## config.mk

```make
export PLATFORM = sky130hd
export DESIGN_NAME = uart_str_tx
export DESIGN_NICKNAME = d
export VERILOG_FILES = /design/src/rtl/uart_pkg.sv /design/src/rtl/uart_frame_tx.sv /design/src/rtl/uart_str_tx.sv
export SDC_FILE = /design/constraint.sdc
export NUM_CORES = 1
export LEC_CHECK = 0
export ABC_AREA = 1
export CAP_MARGIN = 10
export CORE_AREA = 5 5 105 146
export CTS_CLUSTER_DIAMETER = 100
export CTS_CLUSTER_SIZE = 25
export DETAILED_ROUTE_END_ITERATION = 8
export DIE_AREA = 0 0 110 151
export HOLD_SLACK_MARGIN = 0.06
export PLACE_DENSITY = 0.86
export SYNTH_ARGS = -nofsm -noshare
export SYNTH_HDL_FRONTEND = slang
export SYNTH_SLANG_ARGS = --single-unit
```

## constraint.sdc

```tcl
create_clock -name clk -period 2.75 [get_ports clk]
set_clock_uncertainty 0.05 [all_clocks]
set_input_delay 0.55 -clock clk [delete_from_list [all_inputs] [get_ports clk]]
set_output_delay 0.55 -clock clk [all_outputs]
set_load 0.05 [all_outputs]
```

## src/rtl/uart_pkg.sv

```systemverilog
// uart_pkg: shared baud, parity and state definitions for the UART message transmitter
package uart_pkg;
  localparam logic [2:0] BAUD_9600   = 3'd0;
  localparam logic [2:0] BAUD_19200  = 3'd1;
  localparam logic [2:0] BAUD_38400  = 3'd2;
  localparam logic [2:0] BAUD_57600  = 3'd3;
  localparam logic [2:0] BAUD_115200 = 3'd4;
  localparam int PAR_NONE = 0;
  localparam int PAR_EVEN = 1;
  localparam int PAR_ODD  = 2;
  typedef enum logic [1:0] {M_IDLE, M_FETCH, M_SEND} msg_state_t;
  typedef enum logic [2:0] {F_IDLE, F_START, F_DATA, F_PARITY, F_STOP} frm_state_t;
  // Cycles per bit rounded to nearest; unknown selects fall back to 9600
  function automatic int unsigned baud_div(input int unsigned clk_freq, input logic [2:0] sel);
    int unsigned rate;
    rate = sel == BAUD_19200 ? 19200 : sel == BAUD_38400 ? 38400 :
           sel == BAUD_57600 ? 57600 : sel == BAUD_115200 ? 115200 : 9600;
    return (clk_freq + rate / 2) / rate;
  endfunction
endpackage

```

## src/rtl/uart_frame_tx.sv

```systemverilog
// uart_frame_tx: serializes one character as start, LSB-first data, optional parity and stop bits
module uart_frame_tx
  import uart_pkg::*;
#(
  parameter int DATA_BITS = 8,
  parameter int PARITY    = 0,
  parameter int STOP_BITS = 1,
  parameter int DW        = 13
) (
  input  logic                 clk,
  input  logic                 rst_n,
  input  logic [DW-1:0]        i_div,
  input  logic                 i_load,
  input  logic [DATA_BITS-1:0] i_data,
  output logic                 o_tx,
  output logic                 o_frame_done
);
  frm_state_t r_state;
  logic [DW-1:0] r_cnt;
  logic [2:0] r_bit;
  logic [DATA_BITS-1:0] r_sh;
  logic r_par;
  logic r_tx;
  logic w_last;
  assign w_last = r_cnt == i_div - 1'b1;
  assign o_tx = r_tx;
  assign o_frame_done = r_state == F_STOP && r_bit == 3'(STOP_BITS - 1) && w_last;
  always_ff @(posedge clk) begin
    if (!rst_n) begin
      r_state <= F_IDLE;
      r_cnt <= '0;
      r_bit <= '0;
      r_tx <= 1'b1;
    end else if (r_state == F_IDLE) begin
      if (i_load) begin
        r_state <= F_START;
        r_cnt <= '0;
        r_sh <= i_data;
        r_par <= ^i_data ^ (PARITY == PAR_ODD);
        r_tx <= 1'b0;
      end
    end else begin
      r_cnt <= w_last ? '0 : r_cnt + 1'b1;
      if (w_last)
        case (r_state)
          F_START: begin
            r_state <= F_DATA;
            r_bit <= '0;
            r_tx <= r_sh[0];
            r_sh <= r_sh >> 1;
          end
          F_DATA:
            if (r_bit == 3'(DATA_BITS - 1)) begin
              r_state <= PARITY != PAR_NONE ? F_PARITY : F_STOP;
              r_bit <= '0;
              r_tx <= PARITY != PAR_NONE ? r_par : 1'b1;
            end else begin
              r_bit <= r_bit + 1'b1;
              r_tx <= r_sh[0];
              r_sh <= r_sh >> 1;
            end
          F_PARITY: begin
            r_state <= F_STOP;
            r_tx <= 1'b1;
          end
          default:
            if (r_bit == 3'(STOP_BITS - 1)) r_state <= F_IDLE;
            else r_bit <= r_bit + 1'b1;
        endcase
    end
  end
endmodule

```

## src/rtl/uart_str_tx.sv

```systemverilog
// uart_str_tx: sends the first len characters of a writable buffer as UART frames, once or repeatedly
module uart_str_tx
  import uart_pkg::*;
#(
  parameter int CLK_FREQ  = 50_000_000,
  parameter int MSG_LEN   = 16,
  parameter int DATA_BITS = 8,
  parameter int PARITY    = 0,
  parameter int STOP_BITS = 1,
  parameter int AW        = MSG_LEN > 1 ? $clog2(MSG_LEN) : 1,
  parameter int LW        = $clog2(MSG_LEN + 1)
) (
  input  logic                 clk,
  input  logic                 rst_n,
  input  logic [2:0]           baud_set,
  input  logic                 start,
  input  logic                 repeat_en,
  input  logic [LW-1:0]        len,
  input  logic                 wr_en,
  input  logic [AW-1:0]        wr_addr,
  input  logic [DATA_BITS-1:0] wr_data,
  output logic                 tx,
  output logic                 busy,
  output logic                 byte_done,
  output logic                 msg_done
);
  localparam int unsigned D0 = baud_div(CLK_FREQ, BAUD_9600);
  localparam int unsigned D1 = baud_div(CLK_FREQ, BAUD_19200);
  localparam int unsigned D2 = baud_div(CLK_FREQ, BAUD_38400);
  localparam int unsigned D3 = baud_div(CLK_FREQ, BAUD_57600);
  localparam int unsigned D4 = baud_div(CLK_FREQ, BAUD_115200);
  localparam int DW = $clog2(D0 + 1);
  msg_state_t r_state;
  logic [DATA_BITS-1:0] r_buf [MSG_LEN];
  logic [AW-1:0] r_idx;
  logic [LW-1:0] r_len;
  logic [DW-1:0] r_div;
  logic r_busy;
  logic [DW-1:0] w_div;
  logic [LW-1:0] w_len;
  logic w_frame_done;
  logic w_last_chr;
  // Divider is chosen from constants so no runtime divide is built
  assign w_div = baud_set == BAUD_19200 ? DW'(D1) : baud_set == BAUD_38400 ? DW'(D2) :
                 baud_set == BAUD_57600 ? DW'(D3) : baud_set == BAUD_115200 ? DW'(D4) : DW'(D0);
  assign w_len = len > LW'(MSG_LEN) ? LW'(MSG_LEN) : len;
  assign w_last_chr = LW'(r_idx) == r_len - 1'b1;
  assign busy = r_busy;
  assign byte_done = w_frame_done;
  assign msg_done = w_frame_done && w_last_chr;
  always_ff @(posedge clk) begin
    if (wr_en) r_buf[wr_addr] <= wr_data;
  end
  always_ff @(posedge clk) begin
    if (!rst_n) begin
      r_state <= M_IDLE;
      r_busy <= 1'b0;
      r_idx <= '0;
      r_len <= '0;
      r_div <= DW'(D0);
    end else
      case (r_state)
        M_IDLE:
          if (start && w_len != '0) begin
            r_state <= M_FETCH;
            r_busy <= 1'b1;
            r_idx <= '0;
            r_len <= w_len;
            r_div <= w_div;
          end
        M_FETCH: r_state <= M_SEND;
        M_SEND:
          if (w_frame_done) begin
            r_idx <= w_last_chr ? '0 : r_idx + 1'b1;
            r_state <= !w_last_chr || repeat_en ? M_FETCH : M_IDLE;
            r_busy <= !w_last_chr || repeat_en;
          end
        default: r_state <= M_IDLE;
      endcase
  end
  uart_frame_tx #(
    .DATA_BITS(DATA_BITS),
    .PARITY(PARITY),
    .STOP_BITS(STOP_BITS),
    .DW(DW)
  ) u_frame (
    .clk(clk),
    .rst_n(rst_n),
    .i_div(r_div),
    .i_load(r_state == M_FETCH),
    .i_data(r_buf[r_idx]),
    .o_tx(tx),
    .o_frame_done(w_frame_done)
  );
endmodule
```

* Word level (Yosys, flattened, before mapping)
Memory sizes are Yosys's and may differ from the RTL's. A register that Yosys moved wholly into a read port is not among the register bits.
Index checks and enable logic that the tools add are counted.
** Operators by class
- Multiplexer cells :: 42
- Bitwise logic cells :: 2
- Order comparisons :: 1
- Add/subtract/negate cells :: 5
- $mul :: 0
- Reduce and logical (&&, ||, !) cells :: 22
- Shift-type cells :: 0
- Equality and inequality tests :: 19
- Div/mod/pow operators :: 0
** Operators by type and width (number)
- $mux 13 :: 7
- $mux 8 :: 4
- $mux 3 :: 7
- $mux 4 :: 5
- $pmux 3 s3 :: 2
- $pmux 8 s2 :: 1
- $add 13x1->13 const B :: 1
- $eq 13x13->1 :: 1
- $sub 13x1->13 const B :: 1
- $eq 3x2->1 const B :: 4
- $reduce_bool 5->1 :: 2
- $eq 3x3->1 const B :: 3
- $mux 1 :: 9
- $pmux 4 s2 :: 1
- $reduce_and 4->1 :: 2
- $eq 3x1->1 const B :: 2
- $logic_not 3->1 :: 2
- $pmux 2 s3 :: 1
- $reduce_and 3->1 :: 2
- $eq 4x5->1 :: 1
- $gt 5x5->1 const B :: 1
- $mux 5 :: 1
- $reduce_and 5->1 :: 1
- $sub 5x1->5 const B :: 1
- other kinds (21) :: 29
** Word-level totals
- Register bits after elaboration :: 53
- Memory bits (read-only) :: 0
- Word-level logic and storage cells :: 102
- Bits in latches :: 0
- Input bits :: 25
- Memory bits (writable) :: 128
- Memories :: 1
** Memories
- r_buf :: words 16, bits a word 8, rd ports 1, clocked after memory_dff 1, wr ports 1, RTL line uart_str_tx.sv:34 : logic [DATA_BITS-1:0] r_buf [MSG_LEN];

* Longest topological paths before layout
- Word-level depth :: 8
- Mapped depth :: 18
- Mapped depth without buffers :: 17

* Hierarchy
From an unflattened synthesis, not the netlist that was laid out.
** Unflattened totals
- Cell total of the unflattened synthesis :: 849
- Area, all modules :: 8504.4 µm²
** By module, submodules not included
- uart_str_tx :: times used 1, area an instance 6421.2 µm², cells an instance 557
- uart_frame_tx :: times used 1, area an instance 2083.2 µm², cells an instance 292

* Worst setup path before layout
Ideal clock, no wire load.
- Path type :: register to output
- Start point :: register r_div[1]
- End point :: output msg_done
- Path slack :: -0.038 ns
- Arrival time :: 2.188 ns
- Cell stages (with the launch flop) :: 15
- Cells stage by stage :: dfxtp_1 inv_1 ha_1 buf_2 nand2_1 nand2_1 nand2_1 nand2_1 nor2_1 nand2_1 nor2_2 nand3_2 nor2_4 nand2_4 nor2_1
** Between the ends
- Longest elaborated chain between the ends :: 4
** RTL lines
- start: declaration :: RTL line uart_str_tx.sv:37 : logic [DW-1:0] r_div;
- start signal: assignment :: RTL line uart_str_tx.sv:60 : r_div <= DW'(D0);
- start signal: assignment :: RTL line uart_str_tx.sv:69 : r_div <= w_div;
- $sub 13x1->13 :: RTL line uart_frame_tx.sv:25 : assign w_last = r_cnt == i_div - 1'b1;
- $eq 13x13->1 :: RTL line uart_frame_tx.sv:25
- $logic_and 1x1->1 :: RTL line uart_frame_tx.sv:27 : assign o_frame_done = r_state == F_STOP && r_bit == 3'(STOP_BITS - 1) && w_last;
- $logic_and 1x1->1 :: RTL line uart_str_tx.sv:50 : assign msg_done = w_frame_done && w_last_chr;
- end: declaration :: RTL line uart_str_tx.sv:25 : output logic msg_done
Every way passes these cells.

* Worst setup path after layout
Same ends and word-level chain as after synthesis.

==> qor_table.md <==
| Group | Parameter | This run |
|:---|:---|:---|
| sta | Fmax | 365.2 MHz |
| grt | Largest net degree at the start of global routing | 65 |
| power and ir drop | Worst IR Drop VDD | 0.4968 mV |
| route | Initial DRC Count | 631 |
| sta | Post-route worst setup slack | 0.01205 ns |
| synth | Register area share after synthesis | 61.38% |
| clocking | CTS Buf Count | 17 |
| clocking | Longest Clk Path Bufs | 2 |
| grt | Via count of the first global-routing pass | 5,988 |
| route | Vias per cell | 5.655 |
| sta | Number of pins with negative max-slew slack in the final report | 0 |
| die | Initial core utilization | 59.36% |
| worst setup path | Endpoint required time on the critical path | 2.15 ns |
| synth | Distinct cell type count after synthesis | 38 |
| power and ir drop | Ratio of total power to cell area | 734.0 mW/mm² |
| synth | Post-synthesis xor/xnor area fraction | 2.238% |
| synth | Synth Warn # | 0 |
| power and ir drop | Clk pwr share | 34.7% |
| sta | Setup repair after global routing missed its margin | true |
| grt | GRT Residual Overflow | 0 |
| placement | Number of port buffers | 28 |
| job | Max capacitance violation total | 0 |
| synth | Number of nets in the synthesized netlist | 867 |
| sta | Min cycle time layout | 2.738 ns |
| layout | Net count, final | 914 |
| placement | Worst slack at placement | 0.1763 ns |
| sta | Worst hold slack after final layout | 0.4445 ns |
| synth | Count of state elements after synthesis | 184 |
| route | # DRC | 0 |
| worst setup path | CP bufs+invs | 4 |
| min path | Hold-critical path endpoint | r_len[4] |
| synth | Compound-Gate Fraction of Synth Area | 11.10% |
| sta | Worst-margin pin slew | 0.9717 ns |
| worst setup path | Destination of the worst register-to-register timing path | u_frame.r_sh[5] |
| worst setup path | Critical path data arrival time | 2.14 ns |
| route | Total Wirelength | 17,930 µm |
| worst setup path | R2R Setup Slk | 0.38 ns |
| layout | Final-layout fill cell count | 1,002 |
| layout | Fraction of layout instances using a drive strength above 1 | 12.40% |
| route | Per-cell routed wire length | 16.60 µm |
| die | Horizontal extent of the die | 110 µm |
| clocking | Maximum level of the CTS H-tree | 4 |
| synth | Post-synthesis share of cell area spent on and, or, nand and nor gates | 19.50% |
| grt | Initial antenna violation count | 0 |
| clocking | Sinks on Clock Net | 184 |
| worst setup path | Cell-by-cell listing of the critical path | inv_4 -> ha_4 -> buf_4 -> nand3_1 -> nand2_1 -> nand2_1 -> nand2_1 -> nand2_1 -> nor2_2 -> inv_2 -> nor2_4 -> nand2_4 -> nor2_4 -> buf_12 |
| grt | Overall track demand over capacity in global routing | 22.62% |
| sta | # setup viols final | 0 |
| route | ANT nets after route | 0 |
| synth | Multiplexer share of the synthesized area | 0% |
| die | Core footprint | 0.01385 mm² |
| min path | Launch point of the worst hold path | r_len[4] |
| layout | Diodes inserted | 0 |
| synth | Synthesized instance count | 835 |
| clocking | Clock root buffer master | clkbuf_16 |
| synth | Post-Syn Area | 0.008219 mm² |
| synth | Mean area per synthesized cell | 9.843 µm² |
| synth | Dominant combinational cell family by area after synthesis | simple AND/OR/NAND/NOR gates |
| clocking | Clock insertion delay at the later pin of the skew report | 0.44 ns |
| layout | Layout area overhead | 15.94% |
| worst setup path | Critical Path End Type | output pin |
| worst setup path | Start of the worst register-to-register path | r_div[1] |
| route | Detailed-route via count | 6,107 |
| power and ir drop | Switching power of the nets | 2.100 mW |
| status | Outcome | complete, no violations |
| power and ir drop | Overall power after layout | 6.995 mW |
| die | Placement Rows | 51 |
| worst setup path | Crit-path leading delay family | simple AND/OR/NAND/NOR gates |
| clocking | Clock-pin slew of the registers on the worst-case setup and hold paths | 0.07 ns |
| worst setup path | Biggest fanout along the worst timing path | 8 |
| worst setup path | Crit start category | register |
| worst setup path | Crit path largest cell delay | 0.36 ns |
| die | Die ar. | 0.01661 mm² |
| clocking | CTS tree | yes |
| min path | Hold Path Cell Cnt | 2 |
| placement | Routability Congestion | 0.8653 |
| placement | Dpl cell area | 0.008828 mm² |
| sta | Hold Fails Final Rpt | 0 |
| layout | Summed area of non-filler cells in the final layout | 0.009529 mm² |
| synth | Post-synthesis adder-cell area fraction | 1.066% |
| worst setup path | CP dominant cell by count | nand2_1 |
| worst setup path | Slowest cell on the critical path | dfxtp_4 |
| die | Floorplan die height | 151 µm |
| worst setup path | Class of the most critical setup path | reg -> out |
| die | Top Ports | 29 |
| route | First-pass DRT Iterations | 5 |
| worst setup path | Depth of the worst register-to-register path | 15 |
| power and ir drop | Share of total power in combinational logic | 18.3% |
| grt | Global-route wire length before repair | 28,480 µm |
| power and ir drop | Cell leakage power | 3.524 nW |
| power and ir drop | Portion of total power attributed to sequential cells | 46.9% |
| sta | Worst max-slew margin expressed relative to the limit | 35.13% |
| sta | Final Cycle Share | 99.56% |
| placement | Estimated wirelength of the detail-placed design | 11,910 µm |
| power and ir drop | Internal power of the cells | 4.895 mW |
| min path | Type of the worst min-delay path | reg -> reg |
| power and ir drop | Switching share of power | 30.02% |
-- flip-flops by register name, summed over array words and instances (netlist names), named ones only --
signal,flops
u_frame.r_cnt,13
busy,1
r_buf,128
u_frame.r_bit,3
u_frame.o_tx,1
r_idx,4
r_len,5
u_frame.r_state,3
r_div,12
u_frame.r_sh,8
r_state,2
-- synthesized netlist by cell type --
cell / instances / share of area (%)
edfxtp_1: 136 / 50
or2_1: 2 / 0.15
nand3_1: 53 / 3.2
a22o_1: 1 / 0.11
inv_2: 3 / 0.14
o211ai_1: 1 / 0.091
nand3b_2: 1 / 0.14
nor2_2: 6 / 0.46
a211oi_1: 3 / 0.27
or2_2: 4 / 0.30
o22ai_1: 8 / 0.61
xnor2_1: 5 / 0.53
a31oi_1: 7 / 0.53
nand4_1: 5 / 0.38
xor2_1: 16 / 1.7
ha_1: 7 / 1.1
o221ai_1: 25 / 2.7
buf_1: 2 / 0.091
nand3b_1: 2 / 0.18
nor2_4: 6 / 0.82
nand2_2: 4 / 0.30
nor3_1: 4 / 0.24
nand2_1: 119 / 5.4
nor4_1: 2 / 0.15
clkinv_1: 2 / 0.091
buf_2: 4 / 0.24
a21oi_1: 25 / 1.5
clkbuf_1: 27 / 1.2
o21ai_0: 81 / 4.9
nand2_4: 3 / 0.41
a21boi_0: 1 / 0.091
or2_4: 1 / 0.11
a22oi_1: 2 / 0.18
o21bai_1: 1 / 0.091
inv_1: 64 / 2.9
nand3_2: 2 / 0.24
nor2_1: 152 / 6.9
dfxtp_1: 48 / 12
-- power groups by stage --
stage / clock, mW / sequential [mW] / combinational, mW
global placement: 0 / 3.33 / 1.19
detailed placement: 0 / 3.33 / 1.23
global route: 2.57 / 3.30 / 1.43
floorplan: 0 / 3.32 / 0.855
CTS: 2.45 / 3.28 / 1.27
finish: 2.43 / 3.28 / 1.28
-- worst register-to-register path, stage by stage (launching register included) --
cell	delay (ns)
dfxtp_4	0.36
inv_4	0.07
ha_4	0.19
buf_4	0.12
nand3_1	0.07
nand2_1	0.08
nand2_1	0.05
nand2_1	0.05
nand2_1	0.07
nor2_2	0.14
buf_4	0.13
nand3_1	0.10
nand2_2	0.18
nand3_1	0.12
nor2_1	0.11
buf_4	0.18
-- how the worst max path moves through the flow --
stage	to	depth (start not counted)	slack, ns	from
2_1_floorplan	msg_done	14	0.19	r_div[1]
3_3_place_gp	msg_done	15	0.22	r_div[1]
3_5_place_dp	msg_done	15	0.18	r_div[1]
4_1_cts	msg_done	15	0.009	r_div[1]
5_1_grt	msg_done	14	-0.11	r_div[1]
6_report	msg_done	14	0.01	r_div[1]
-- stage by stage --
stage | util, % | cells | TNS, ns
finish | 68.82 | 1080 | 0
global route | 68.82 | 1080 | -0.1587
CTS | 68.53 | 1078 | 0
detailed placement | 63.76 | 1042 | 0
global placement | 63.76 | 1042 | 0
floorplan | - | 835 | 0
-- kinds of logic (layout without fill, tap and decap cells) --
logic type	count (synthesis)	count (layout)
AOI/OAI and AO/OA	155	155
xor gates and xnor gates	21	21
adders and majority gates	7	7
buffers and inverters	102	162
DFF	184	184
and+or+nand+nor	366	366
-- cell type report --
class / instances / area [µm²] / area share (%)
Tap cell: 185 / 231.5 / 2.429
Inverter: 69 / 264.0 / 2.770
Clock buffer: 18 / 429.2 / 4.504
Sequential cell: 184 / 5057 / 53.07
Multi-Input combinational cell: 549 / 2829 / 29.69
Timing Repair Buffer: 61 / 548.0 / 5.751
Clock inverter: 14 / 170.2 / 1.786
-- timing repair --
action | CTS | global route
gates resized for setup | 11 | 11
setup endpoints to repair | 2 | 2
setup buffers | 4 | 2
hold buffers | 0 | 0
pin swaps | 3 | 6
-- layer usage --
metal	GRT usage [%]	wire, µm
met1	25.60	6985
met2	41.07	9544
met3	4.222	872
met4	9.545	529
met5	0	0
-- layout by cell type (no fill, tap or decap), drive strengths merged --
| master | n |
|---|---|
| a211oi | 3 |
| a21boi | 1 |
| a21oi | 25 |
| a22o | 1 |
| a22oi | 2 |
| a31oi | 7 |
| buf | 35 |
| bufinv | 1 |
| clkbuf | 18 |
| clkdlybuf4s50 | 26 |
| clkinv | 4 |
| clkinvlp | 1 |
| dfxtp | 48 |
| edfxtp | 136 |
| ha | 7 |
| inv | 77 |
| nand2 | 126 |
| nand3 | 55 |
| nand3b | 3 |
| nand4 | 5 |
| nor2 | 164 |
| nor3 | 4 |
| nor4 | 2 |
| o211ai | 1 |
| o21ai | 81 |
| o21bai | 1 |
| o221ai | 25 |
| o22ai | 8 |
| or2 | 7 |
| xnor2 | 5 |
| xor2 | 16 |
(Power assumes the default switching activity.)
